File: src/rtl/result_fifo.sv
// Result FIFO: buffers ALU result words for a downstream consumer, first-word fall-through.
// Latency: a word pushed at edge N is on data_out with valido=1 right after edge N.
// Backpressure: ready_in stalls the head; writes while full are dropped and latch overflow.
//
// Ports:
//   Clk       - single clock, rising edge
//   rst       - synchronous active-high reset
//   validi    - data_in carries a result word to store
//   data_in   - result word (WIDTH bits)
//   ready_in  - consumer accepts the head word this cycle
//   valido    - data_out holds a valid head word
//   data_out  - oldest stored word, zero when nothing is stored
//   full      - count == DEPTH
//   empty     - count == 0
//   count     - number of stored words
//   overflow  - sticky: a write arrived while full and was dropped
module result_fifo #(
    parameter int WIDTH = 8,
    parameter int DEPTH = 8
) (
    input  logic                     Clk,
    input  logic                     rst,
    input  logic                     validi,
    input  logic [WIDTH-1:0]         data_in,
    input  logic                     ready_in,
    output logic                     valido,
    output logic [WIDTH-1:0]         data_out,
    output logic                     full,
    output logic                     empty,
    output logic [$clog2(DEPTH):0]   count,
    output logic                     overflow
);

    localparam int AW = $clog2(DEPTH);
    localparam int CW = AW + 1;

    logic [WIDTH-1:0] mem [DEPTH];
    logic [AW-1:0]    rd_ptr;
    logic [AW-1:0]    wr_ptr;
    logic             push;
    logic             pop;

    // Flags come straight from the registered count so they never glitch on inputs.
    assign full   = (count == CW'(DEPTH));
    assign empty  = (count == '0);
    assign valido = ~empty;

    // Full blocks a write even if the head leaves on the same edge; empty blocks a pop.
    assign push = validi & ~full;
    assign pop  = valido & ready_in;

    // Masking with valido keeps stale array contents off the output after reset.
    assign data_out = valido ? mem[rd_ptr] : '0;

    // Storage carries no reset; only entries between the pointers are ever visible.
    always_ff @(posedge Clk) begin
        if (push && !rst) begin
            mem[wr_ptr] <= data_in;
        end
    end

    // DEPTH is a power of two, so natural pointer rollover gives modulo-DEPTH wrap.
    always_ff @(posedge Clk) begin
        if (rst) begin
            rd_ptr   <= '0;
            wr_ptr   <= '0;
            count    <= '0;
            overflow <= 1'b0;
        end else begin
            if (push) begin
                wr_ptr <= wr_ptr + AW'(1);
            end
            if (pop) begin
                rd_ptr <= rd_ptr + AW'(1);
            end
            case ({push, pop})
                2'b10:   count <= count + CW'(1);
                2'b01:   count <= count - CW'(1);
                default: count <= count;
            endcase
            if (validi && full) begin
                overflow <= 1'b1;
            end
        end
    end

endmodule

File: config.mk
export PLATFORM = sky130hd
export DESIGN_NAME = result_fifo
export DESIGN_NICKNAME = d
export VERILOG_FILES = /design/src/rtl/result_fifo.sv
export SDC_FILE = /design/constraint.sdc
export NUM_CORES = 1
export LEC_CHECK = 0
export BUFFER_PORTS_ARGS = -buffer_cell sky130_fd_sc_hd__buf_2
export CAP_MARGIN = 20
export CORE_ASPECT_RATIO = 1.25
export CORE_MARGIN = 2
export CORE_UTILIZATION = 45
export CTS_BUF_LIST = sky130_fd_sc_hd__clkbuf_4 sky130_fd_sc_hd__clkbuf_8
export DETAILED_ROUTE_END_ITERATION = 10
export GPL_TIMING_DRIVEN = 0
export PLACE_DENSITY = 0.74
export SLEW_MARGIN = 0
export SYNTH_ARGS = -nofsm -noshare
export SYNTH_HDL_FRONTEND = slang
export SYNTH_SLANG_ARGS = --single-unit
export TNS_END_PERCENT = 5
File: constraint.sdc
create_clock -name Clk -period 3.76 [get_ports Clk]
set_input_delay 0.376 -clock Clk [delete_from_list [all_inputs] [get_ports Clk]]
set_output_delay 0.376 -clock Clk [all_outputs]
set_load 0.03 [all_outputs]
== Word level (Yosys, flattened, before mapping) ==
Memories as Yosys holds them, arrays and structs flattened. A register that Yosys moved wholly into a read port is not among the register bits.
Index checks and enable logic that the tools add are counted.

* Input port bits: 12
* Output and inout port bits: 16
* RAM bits: 64
* Memories kept: 1
* Register bits: 11

{| class="wikitable"
|+ Memories
! name !! depth !! width !! rd ports !! clocked after Yosys merged registers in !! write ports !! line !! RTL
|-
| mem || 8 || 8 || 1 || 1 || 1 || 37 || <nowiki>logic [WIDTH-1:0] mem [DEPTH];</nowiki>
|}

* Add/subtract/negate cells: 4
* Bitwise gates (word level): 4
* Muxes and demuxes: 6
* Reduce and logical (&&, ||, !) cells: 5
* Eq/ne operators: 3

{| class="wikitable"
|+ Operators by type and width
! cell !! count
|-
| $mux 8 || 1
|-
| $pmux 4 s2 || 1
|-
| $add 3x1->3 const B || 2
|-
| $mux 3 || 2
|-
| $add 4x1->4 const B || 1
|-
| $eq 4x4->1 const B || 1
|-
| $logic_not 4->1 || 1
|-
| $sub 4x1->4 const B || 1
|-
| $and 1x1->1 || 2
|-
| $eq 2x1->1 const B || 1
|-
| $eq 2x2->1 const B || 1
|-
| $logic_and 1x1->1 || 2
|-
| $mux 1 || 2
|-
| $not 1->1 || 2
|-
| $reduce_bool 2->1 || 1
|-
| $logic_not 1->1 || 1
|}

== Longest topological paths before layout ==
Gate-level depths: netlist of the first run.

* Depth after elaboration: 6
* Gate-level depth with buffers: 10

== Worst setup path before layout of the first run ==
Ideal clock, no wire load.

* Path kind: reg-to-reg
* From: register count[3]
* To: register count[3]
* Arrival time: 2.844 ns
* Setup slack: 0.793 ns
* Period minus slack after synthesis: 2.967 ns
* Stages on the path, launching flop included: 8
* Path buffers: 0
* Cells stage by stage: dfxtp_1 -> nor4b_2 -> nor2b_1 -> inv_1 -> ha_1 -> or3_1 -> o32ai_1 -> mux2_1

* Longest elaborated chain between the ends: 5
* Elaborated cells between the ends (all ways): 12
* Those cells by class: add/sub (2); eq/ne (3); mux (1); bitwise (4); reduce/logical (2)

{| class="wikitable"
|+ RTL lines
! what !! line !! RTL
|-
| start, declared || 30 || <nowiki>output logic [$clog2(DEPTH):0] count,</nowiki>
|-
| start signal, assigned || 77 || <nowiki>2'b10: count <= count + CW'(1);</nowiki>
|-
| start signal, assigned || 78 || <nowiki>2'b01: count <= count - CW'(1);</nowiki>
|-
| start signal, assigned || 79 || <nowiki>default: count <= count;</nowiki>
|-
| $eq 4x4->1 * || 44 || <nowiki>assign full = (count == CW'(DEPTH));</nowiki>
|-
| net full || 28 || <nowiki>output logic full,</nowiki>
|-
| $not 1->1 * || 49 || <nowiki>assign push = validi & ~full;</nowiki>
|-
| $and 1x1->1 * || 49 ||
|-
| $eq 2x1->1 / $eq 2x2->1 (equally long branches) || 76 || <nowiki>case ({push, pop})</nowiki>
|-
| $pmux 4 s2 / $reduce_bool 2->1 (equally long branches) || - ||
|}

The timed path passes the listed nets; every way through them passes the cells marked *.
A chain may end at the register's enable or synchronous reset.

== Worst setup path after layout of the first run ==
* From: register count[0]
* To: register count[3]

* Longest elaborated chain between the ends: 5
* Elaborated cells between the ends (all ways): 12
* Those cells by class: add/sub (2); eq/ne (3); mux (1); bitwise (4); reduce/logical (2)

{| class="wikitable"
|+ RTL lines
! what !! line !! RTL
|-
| $logic_not 4->1 * || 45 || <nowiki>assign empty = (count == '0);</nowiki>
|-
| $not 1->1 * || 46 || <nowiki>assign valido = ~empty;</nowiki>
|-
| $and 1x1->1 * || 50 || <nowiki>assign pop = valido & ready_in;</nowiki>
|-
| net pop || 41 || <nowiki>logic pop;</nowiki>
|-
| $eq 2x1->1 / $eq 2x2->1 (equally long branches) || 76 ||
|-
| $pmux 4 s2 / $reduce_bool 2->1 (equally long branches) || - ||
|}

Marked as above.

==> results.tsv, run 1 <==
stage	metric	value	unit
routing	DR vias/cell	5.198	
sta	crit share post-route	69.85	%
clock_network	Reg clk slew, reported paths	0.08	ns
placed_design	port bufs	27	
worst_hold_path	Hold Crit Depth	3	
critical_path	Critical Path, Cell by Cell	or4_4 > and2_1 > buf_6 > ha_1 > or3_1 > o32ai_1 > mux2_1	
synth	Post-synth EDFFs	64	
grt	number of global-route vias before repair	1681	
sta	crit path time final	2.626	ns
die	die span in x	78.57	um
flow_run	max-cap viol count	0	
die	# rows	34	
critical_path	Buf+Inv Stages, Crit Path	1	
die	initial core utilization	45.67	%
power	PwrDens	704.8	nW/um2
clock_network	Post-CTS Setup Bufs	0	
sta	max-slew violations	0	
synth	syn avg cell area	17.38	um2
routing	initial detailed-routing violation count	130	
critical_path	Worst EP arrival	2.86	ns
final_layout	layout cells sized above 1	32.46	%
routing	First-pass DRT Iterations	4	
placed_design	Placer Congestion	0.7368	
final_layout	Final #Nets	240	
synth	Synth async-reset ratio	0	%
synth	Area contributors post-synth	edfxtp_1, mux4_2, dfxtp_1	
synth	Synth Warn #	0	
sta	Fin Setup TNS	0	ns
sta	fmax	380.7	MHz
worst_hold_path	worst hold path class	in -> reg	
routing	Via Count	1653	
clock_network	CTS Sinks	78	
synth	synthesized netlist cell count	180	
critical_path	Crit Reg-Reg Endpoint	count[3]$_SDFFE_PP0P_	
synth	Post-Syn Nets	197	
critical_path	worst r2r src	count[0]$_SDFFE_PP0P_	
clock_network	TritonCTS clock tree	yes	
placed_design	area post-placement	3431	um2
die	core footprint	6849	um2
grt	first-pass GRT wire length	8.659	mm
outcome	status	finished, final reports clean	
grt	GRT Overall Usage	15.64	%
sta	RSZ-0062 raised after global routing	no	
critical_path	register-to-register path setup slack	1.13	ns
critical_path	R2R cell count	7	
final_layout	design area	3630	um2
synth	top cell type's share of synthesized area	61.44	%
synth	area leader, netlist	edfxtp_1	
routing	wirelength, routed	5.464	mm
critical_path	critical path capture point type	flop	
sta	worst clock skew	0.01058	ns
clock_network	CTS buffer count	9	
final_layout	fill cell count	556	
critical_path	Worst Path Required	3.99	ns
critical_path	worst-path fanout max	7	
final_layout	FF+latch area	2202	um2
synth	Distinct cells, synth	32	
critical_path	CP top delay family	simple AND/OR/NAND/NOR gates	
grt	GRT overflow	0	
grt	initial antenna violation count	0	
final_layout	# diodes	0	
sta	Slew HR	40.87	%
final_layout	multi-input logic area	888.4	um2
sta	Worst Tran Pin Value	0.8802	ns
grt	largest net degree at the start of global routing	14	
synth	most frequent cells after synthesis	edfxtp_1, nor2_1, mux4_2	
worst_hold_path	worst hold endpoint	overflow$_SDFFE_PP0P_	
critical_path	startpoint types	flop	
critical_path	slowest cell delay on critical path	0.57	ns
clock_network	cts repair resizes	0	
synth	most frequent cell after synthesis	edfxtp_1	
synth	post-synthesis sequential area ratio	70.40	%
clock_network	htree depth	3	
critical_path	Crit-path slowest cell	or4_4	
clock_network	Post-CTS Hold Buffers	0	
synth	Synth Flop Type	edfxtp_1	
power	worst IR drop on VDD	0.0005190	V
routing	DRC viols	0	
power	Pleak	1.262	nW
routing	Routed wire per std cell	17.18	um
placed_design	post-DP HPWL	3.697	mm
final_layout	Area Growth Syn to Fin	16.04	%
worst_hold_path	worst hold start	validi	
die	Die Y	97.22	um
clock_network	clock latency on the worst-skew pair	0.35	ns
routing	post-route ant nets	0	
sta	final hold vios	0	
synth	Post-Syn Area	3128	um2
critical_path	CP Class	reg -> reg	
clock_network	CTS root buf	clkbuf_8	
clock_network	clk buf depth	2	
synth	flop and latch count out of synthesis	78	
die	Die ar.	7638	um2
die	I/O Pins	28	
sta	Final Setup Violations	0	
[worst min-delay path: stages]
cell	delay, ns
buf_2	0.09
a21oi_1	0.05
nor2_1	0.07
[power breakdown]
group / total, W / switching (W) / internal (W) / leakage [nW]
logic: 0.000889 / 0.000545 / 0.000343 / 0.470
clock network: 0.000620 / 0.000297 / 0.000323 / 0.100
registers: 0.00105 / 0.0000529 / 0.000997 / 0.692
[per-stage QoR]
stage	setup slack, ns	cells	power [W]	utilization, %	hold slack (ns)
after floorplan	0.7926	180	0.001736	-	0.4749
after global placement	0.5727	297	0.001947	49.29	0.4450
after detailed placement	1.135	302	0.001974	50.09	0.4635
after CTS	1.116	318	0.002582	53.00	0.2683
after global routing	0.9336	318	0.002693	53.00	0.2745
final	1.134	318	0.002558	53.00	0.2750
[logic make-up (layout without fill, tap and decap cells)]
family	Yosys count	after routing	share of synthesized area, %
multiplexers	28	28	15.40
adder cells (fa/ha/maj)	5	5	2.000
XOR/XNOR	6	6	1.920
buffers and inverters	11	59	1.760
AO/OA/AOI/OAI	8	8	1.440
AND/OR/NAND/NOR	44	44	7.080
flip-flops	78	78	70.40
[state kept, by name, indices dropped and copies added, names as in the netlist, named ones only]
signal    flops
mem          64
overflow      1
count         4
rd_ptr        3
wr_ptr        3
[area by class of cell]
| class | instances | area share [%] |
|---|---|---|
| inverter | 3 | 0.3102 |
| clock buffer | 11 | 3.826 |
| clock inverter | 5 | 1.655 |
| sequential | 78 | 60.67 |
| timing repair buffer | 32 | 4.757 |
| multi-input combinational | 91 | 24.47 |
| buffer | 8 | 1.206 |
| tap | 90 | 3.102 |
[routing by layer]
metal  GRT usage [%]  wire length (um)
met5               0                 0
met4           6.343                94
met3           4.833               256
met2           25.12              2763
met1           19.73              2348
[worst max path at each step]
stage,startpoint,end,slack (ns),cells past startpoint
3_3_place_gp,count[1]$_SDFFE_PP0P_,mem[0][7]$_DFFE_PP_,0.57,4
5_1_grt,count[1]$_SDFFE_PP0P_,count[2]$_SDFFE_PP0P_,0.93,10
6_report,count[0]$_SDFFE_PP0P_,count[3]$_SDFFE_PP0P_,1.13,7
4_1_cts,count[0]$_SDFFE_PP0P_,count[3]$_SDFFE_PP0P_,1.12,7
2_1_floorplan,count[3]$_SDFFE_PP0P_,count[3]$_SDFFE_PP0P_,0.79,7
3_5_place_dp,count[0]$_SDFFE_PP0P_,count[3]$_SDFFE_PP0P_,1.13,7
[placed cells by master, fill, tap and decap left out, drive strengths merged, types with 5 or more instances in the layout]
cell	netlist	layout
clkbuf	1	12
nor2b	5	5
nor2	20	20
ha	5	5
mux2i	11	11
edfxtp	64	64
mux4	16	16
a21oi	5	5
nand2	5	5
buf	7	39
dfxtp	14	14
No activity file was read; power rests on OpenSTA's default activity.
==> inputs of run 2 (changes only) <==
Settings changed: PLACE_DENSITY 0.74 to 0.77.
Clock period 3.76 ns to 2.2 ns, I/O delays scaled along.
==> results.tsv, run 2 (synthesis results as in run 1) <==
stage	metric	value	unit	change
critical_path	startpoint types	flop		unchanged
clock_network	clock latency on the worst-skew pair	0.35	ns	about the same
final_layout	Final #Nets	250		was 240
power	Pleak	1.325	nW	was 1.262 nW
grt	busiest layer in global routing	met2		unchanged
sta	crit path time final	2.260	ns	was 2.626 ns
critical_path	slowest cell delay on critical path	0.52	ns	was 0.57 ns
critical_path	Critical Path, Cell by Cell	or4_4 > and2_4 > ha_4 > xor2_1 > ha_2 > a21oi_2 > xor2_1 > or3_1 > a21oi_1		was or4_4 > and2_1 > buf_6 > ha_1 > or3_1 > o32ai_1 > mux2_1
critical_path	Worst Setup EP	count[2]$_SDFFE_PP0P_		was count[3]$_SDFFE_PP0P_
final_layout	Largest regs	mem x64, count x4		unchanged
critical_path	worst setup path startpoint	count[0]$_SDFFE_PP0P_		unchanged
grt	initial antenna violation count	0		unchanged
clock_network	TritonCTS clock tree	yes		unchanged
routing	First-pass DRT Iterations	5		was 4
power	Design Power	0.004558	W	was 0.002558 W
critical_path	CP most frequent cell	xor2_1		
clock_network	Reg clk slew, reported paths	0.07	ns	was 0.08 ns
outcome	failing checks	negative setup slack		
routing	Via Count	1741		was 1,653
grt	met3 Use GR	3.903	%	was 4.833%
grt	first-pass GRT wire length	9.246	mm	was 8.659 mm
placed_design	port bufs	27		unchanged
grt	GRT overflow	0		unchanged
die	initial core utilization	45.67	%	unchanged
sta	Worst Tran Pin Value	0.9002	ns	was 0.8802 ns
critical_path	worst r2r src	count[0]$_SDFFE_PP0P_		unchanged
placed_design	area post-placement	3493	um2	was 3431 um2
sta	Final Setup Violations	1		was 0
routing	DRC viols	0		unchanged
sta	Slew HR	39.77	%	was 40.87%
sta	setup ws final	-0.06013	ns	was 1.134 ns
clock_network	clk buf depth	2		unchanged
worst_hold_path	worst hold path class	in -> reg		unchanged
clock_network	CTS root buf	clkbuf_8		unchanged
critical_path	worst-path fanout max	4		was 7
outcome	status	finished, violations left		was finished, final reports clean
critical_path	Crit-path slowest cell	or4_4		unchanged
flow_run	max-cap viol count	0		unchanged
critical_path	register-to-register path setup slack	-0.06	ns	was 1.13 ns
final_layout	Area Growth Syn to Fin	21.56	%	was 16.04%
clock_network	CTS Sinks	78		unchanged
critical_path	CP Class	reg -> reg		unchanged
final_layout	layout cells sized above 1	42.44	%	was 32.46%
critical_path	critical path capture point type	flop		unchanged
sta	final hold vios	0		unchanged
die	I/O Pins	28		unchanged
critical_path	R2R cell count	9		was 7
grt	met1 usage	21.45	%	was 19.73%
critical_path	Crit Reg-Reg Endpoint	count[2]$_SDFFE_PP0P_		was count[3]$_SDFFE_PP0P_
placed_design	Placer Congestion	0.7681		was 0.7368
die	Die ar.	7638	um2	unchanged
die	core footprint	6849	um2	unchanged
final_layout	commonest cells after routing, fill and taps aside	edfxtp_1, buf_2, nor2_1, buf_4, mux4_2		was edfxtp_1, buf_2, nor2_1, mux4_2, dfxtp_1
sta	WHS	0.1282	ns	was 0.2750 ns
die	Die Y	97.22	um	unchanged
sta	RSZ-0062 raised after global routing	yes		was no
clock_network	CTS buffer count	9		unchanged
sta	max-slew violations	0		unchanged
sta	fmax	442.5	MHz	was 380.7 MHz
routing	Routed wire per std cell	18.14	um	was 17.18 um
final_layout	commonest non-fill, non-tap cell in the layout	edfxtp_1		unchanged
sta	worst clock skew	0.006454	ns	was 0.01058 ns
final_layout	largest reg by FF count	mem		unchanged
grt	largest net degree at the start of global routing	14		unchanged
critical_path	Worst Path Required	2.47	ns	was 3.99 ns
routing	wirelength, routed	5.950	mm	was 5.464 mm
placed_design	post-DP HPWL	3.916	mm	was 3.697 mm
final_layout	# diodes	0		unchanged
final_layout	max reg flops	64		unchanged
final_layout	design area	3802	um2	was 3630 um2
critical_path	Worst EP arrival	2.53	ns	was 2.86 ns
grt	GRT Overall Usage	17.03	%	was 15.64%
routing	initial detailed-routing violation count	141		was 130
die	die span in x	78.57	um	unchanged
clock_network	htree depth	3		unchanged
placed_design	DP Cell Count	303		was 302
die	# rows	34		unchanged
grt	number of global-route vias before repair	1771		was 1,681
clock_network	Post-CTS Hold Buffers	0		unchanged
routing	DR vias/cell	5.308		was 5.198
final_layout	non-filler cells, final	328		was 318
power	worst IR drop on VDD	0.0007240	V	was 0.0005190 V
grt	global routing usage on met2	27.35	%	was 25.12%
routing	post-route ant nets	0		unchanged
power	PwrDens	1199	nW/um2	was 704.8 nW/um2
sta	crit share post-route	102.7	%	was 69.85%
[run 2: cell types whose count changed in the layout (fill, tap and decap cells not counted), sizes merged]
cell,before,now
clkbuf,12,13
inv,2,1
bufinv,1,0
buf,39,49
clkinv,4,5
[run 2: report_power, final]
| group | internal [W] | switching, W | total, W |
|---|---|---|---|
| clock network | 0.000462 | 0.000501 | 0.000963 |
| logic | 0.000766 | 0.00102 | 0.00179 |
| registers | 0.00172 | 0.0000870 | 0.00180 |
[run 2: timing repair]
action,in CTS,in global routing
buffers inserted,7,4
gates resized for setup,12,4
setup endpoints to repair,18,36
pin swaps,5,5
[run 2: layout make-up]
| cell class | instances | area, um2 |
|---|---|---|
| timing repair buffer | 44 | 262.8 |
| fill | 533 | 3047 |
| clock inverter | 4 | 25.02 |
| tap | 90 | 112.6 |
| sequential | 78 | 2213 |
| clock buffer | 12 | 152.6 |
| buffer | 6 | 47.55 |
| multi-input combinational | 91 | 972.2 |
| inverter | 3 | 16.27 |
[run 2: through the flow]
stage | utilization, % | setup TNS (ns) | setup WS, ns
detailed placement | 51.00 | -0.5528 | -0.2221
finish | 55.52 | -0.06013 | -0.06013
global placement | 50.16 | -19.34 | -0.7444
global route | 55.52 | -0.5870 | -0.1624
CTS | 54.80 | -0.1658 | -0.1025
floorplan | - | -1.586 | -0.2490
[run 2: layer usage]
metal / routed length, um / up-vias
met5: 0 / -
met4: 86 / 0
met3: 366 / 6
met2: 3025 / 64
met1: 2471 / 871
li1: - / 800
[run 2: how the worst min path moves through the flow]
stage,start,endpoint,slack (ns),depth (start not counted)
3_3_place_gp,overflow$_SDFFE_PP0P_,overflow$_SDFFE_PP0P_,0.45,2
4_1_cts,validi,overflow$_SDFFE_PP0P_,0.10,3
6_report,validi,overflow$_SDFFE_PP0P_,0.13,3
5_1_grt,validi,overflow$_SDFFE_PP0P_,0.13,3
3_5_place_dp,overflow$_SDFFE_PP0P_,overflow$_SDFFE_PP0P_,0.46,2
2_1_floorplan,data_in[0],mem[0][0]$_DFFE_PP_,0.32,0
[run 2: worst max-delay path: cells and delay by family, from the launching register on]
family / cells / cell delay (ns)
AO/OA/AOI/OAI: 2 / 0.16
XOR/XNOR: 2 / 0.30
adder cells (fa/ha/maj): 2 / 0.38
flip-flops: 1 / 0.35
AND/OR/NAND/NOR: 3 / 1.01
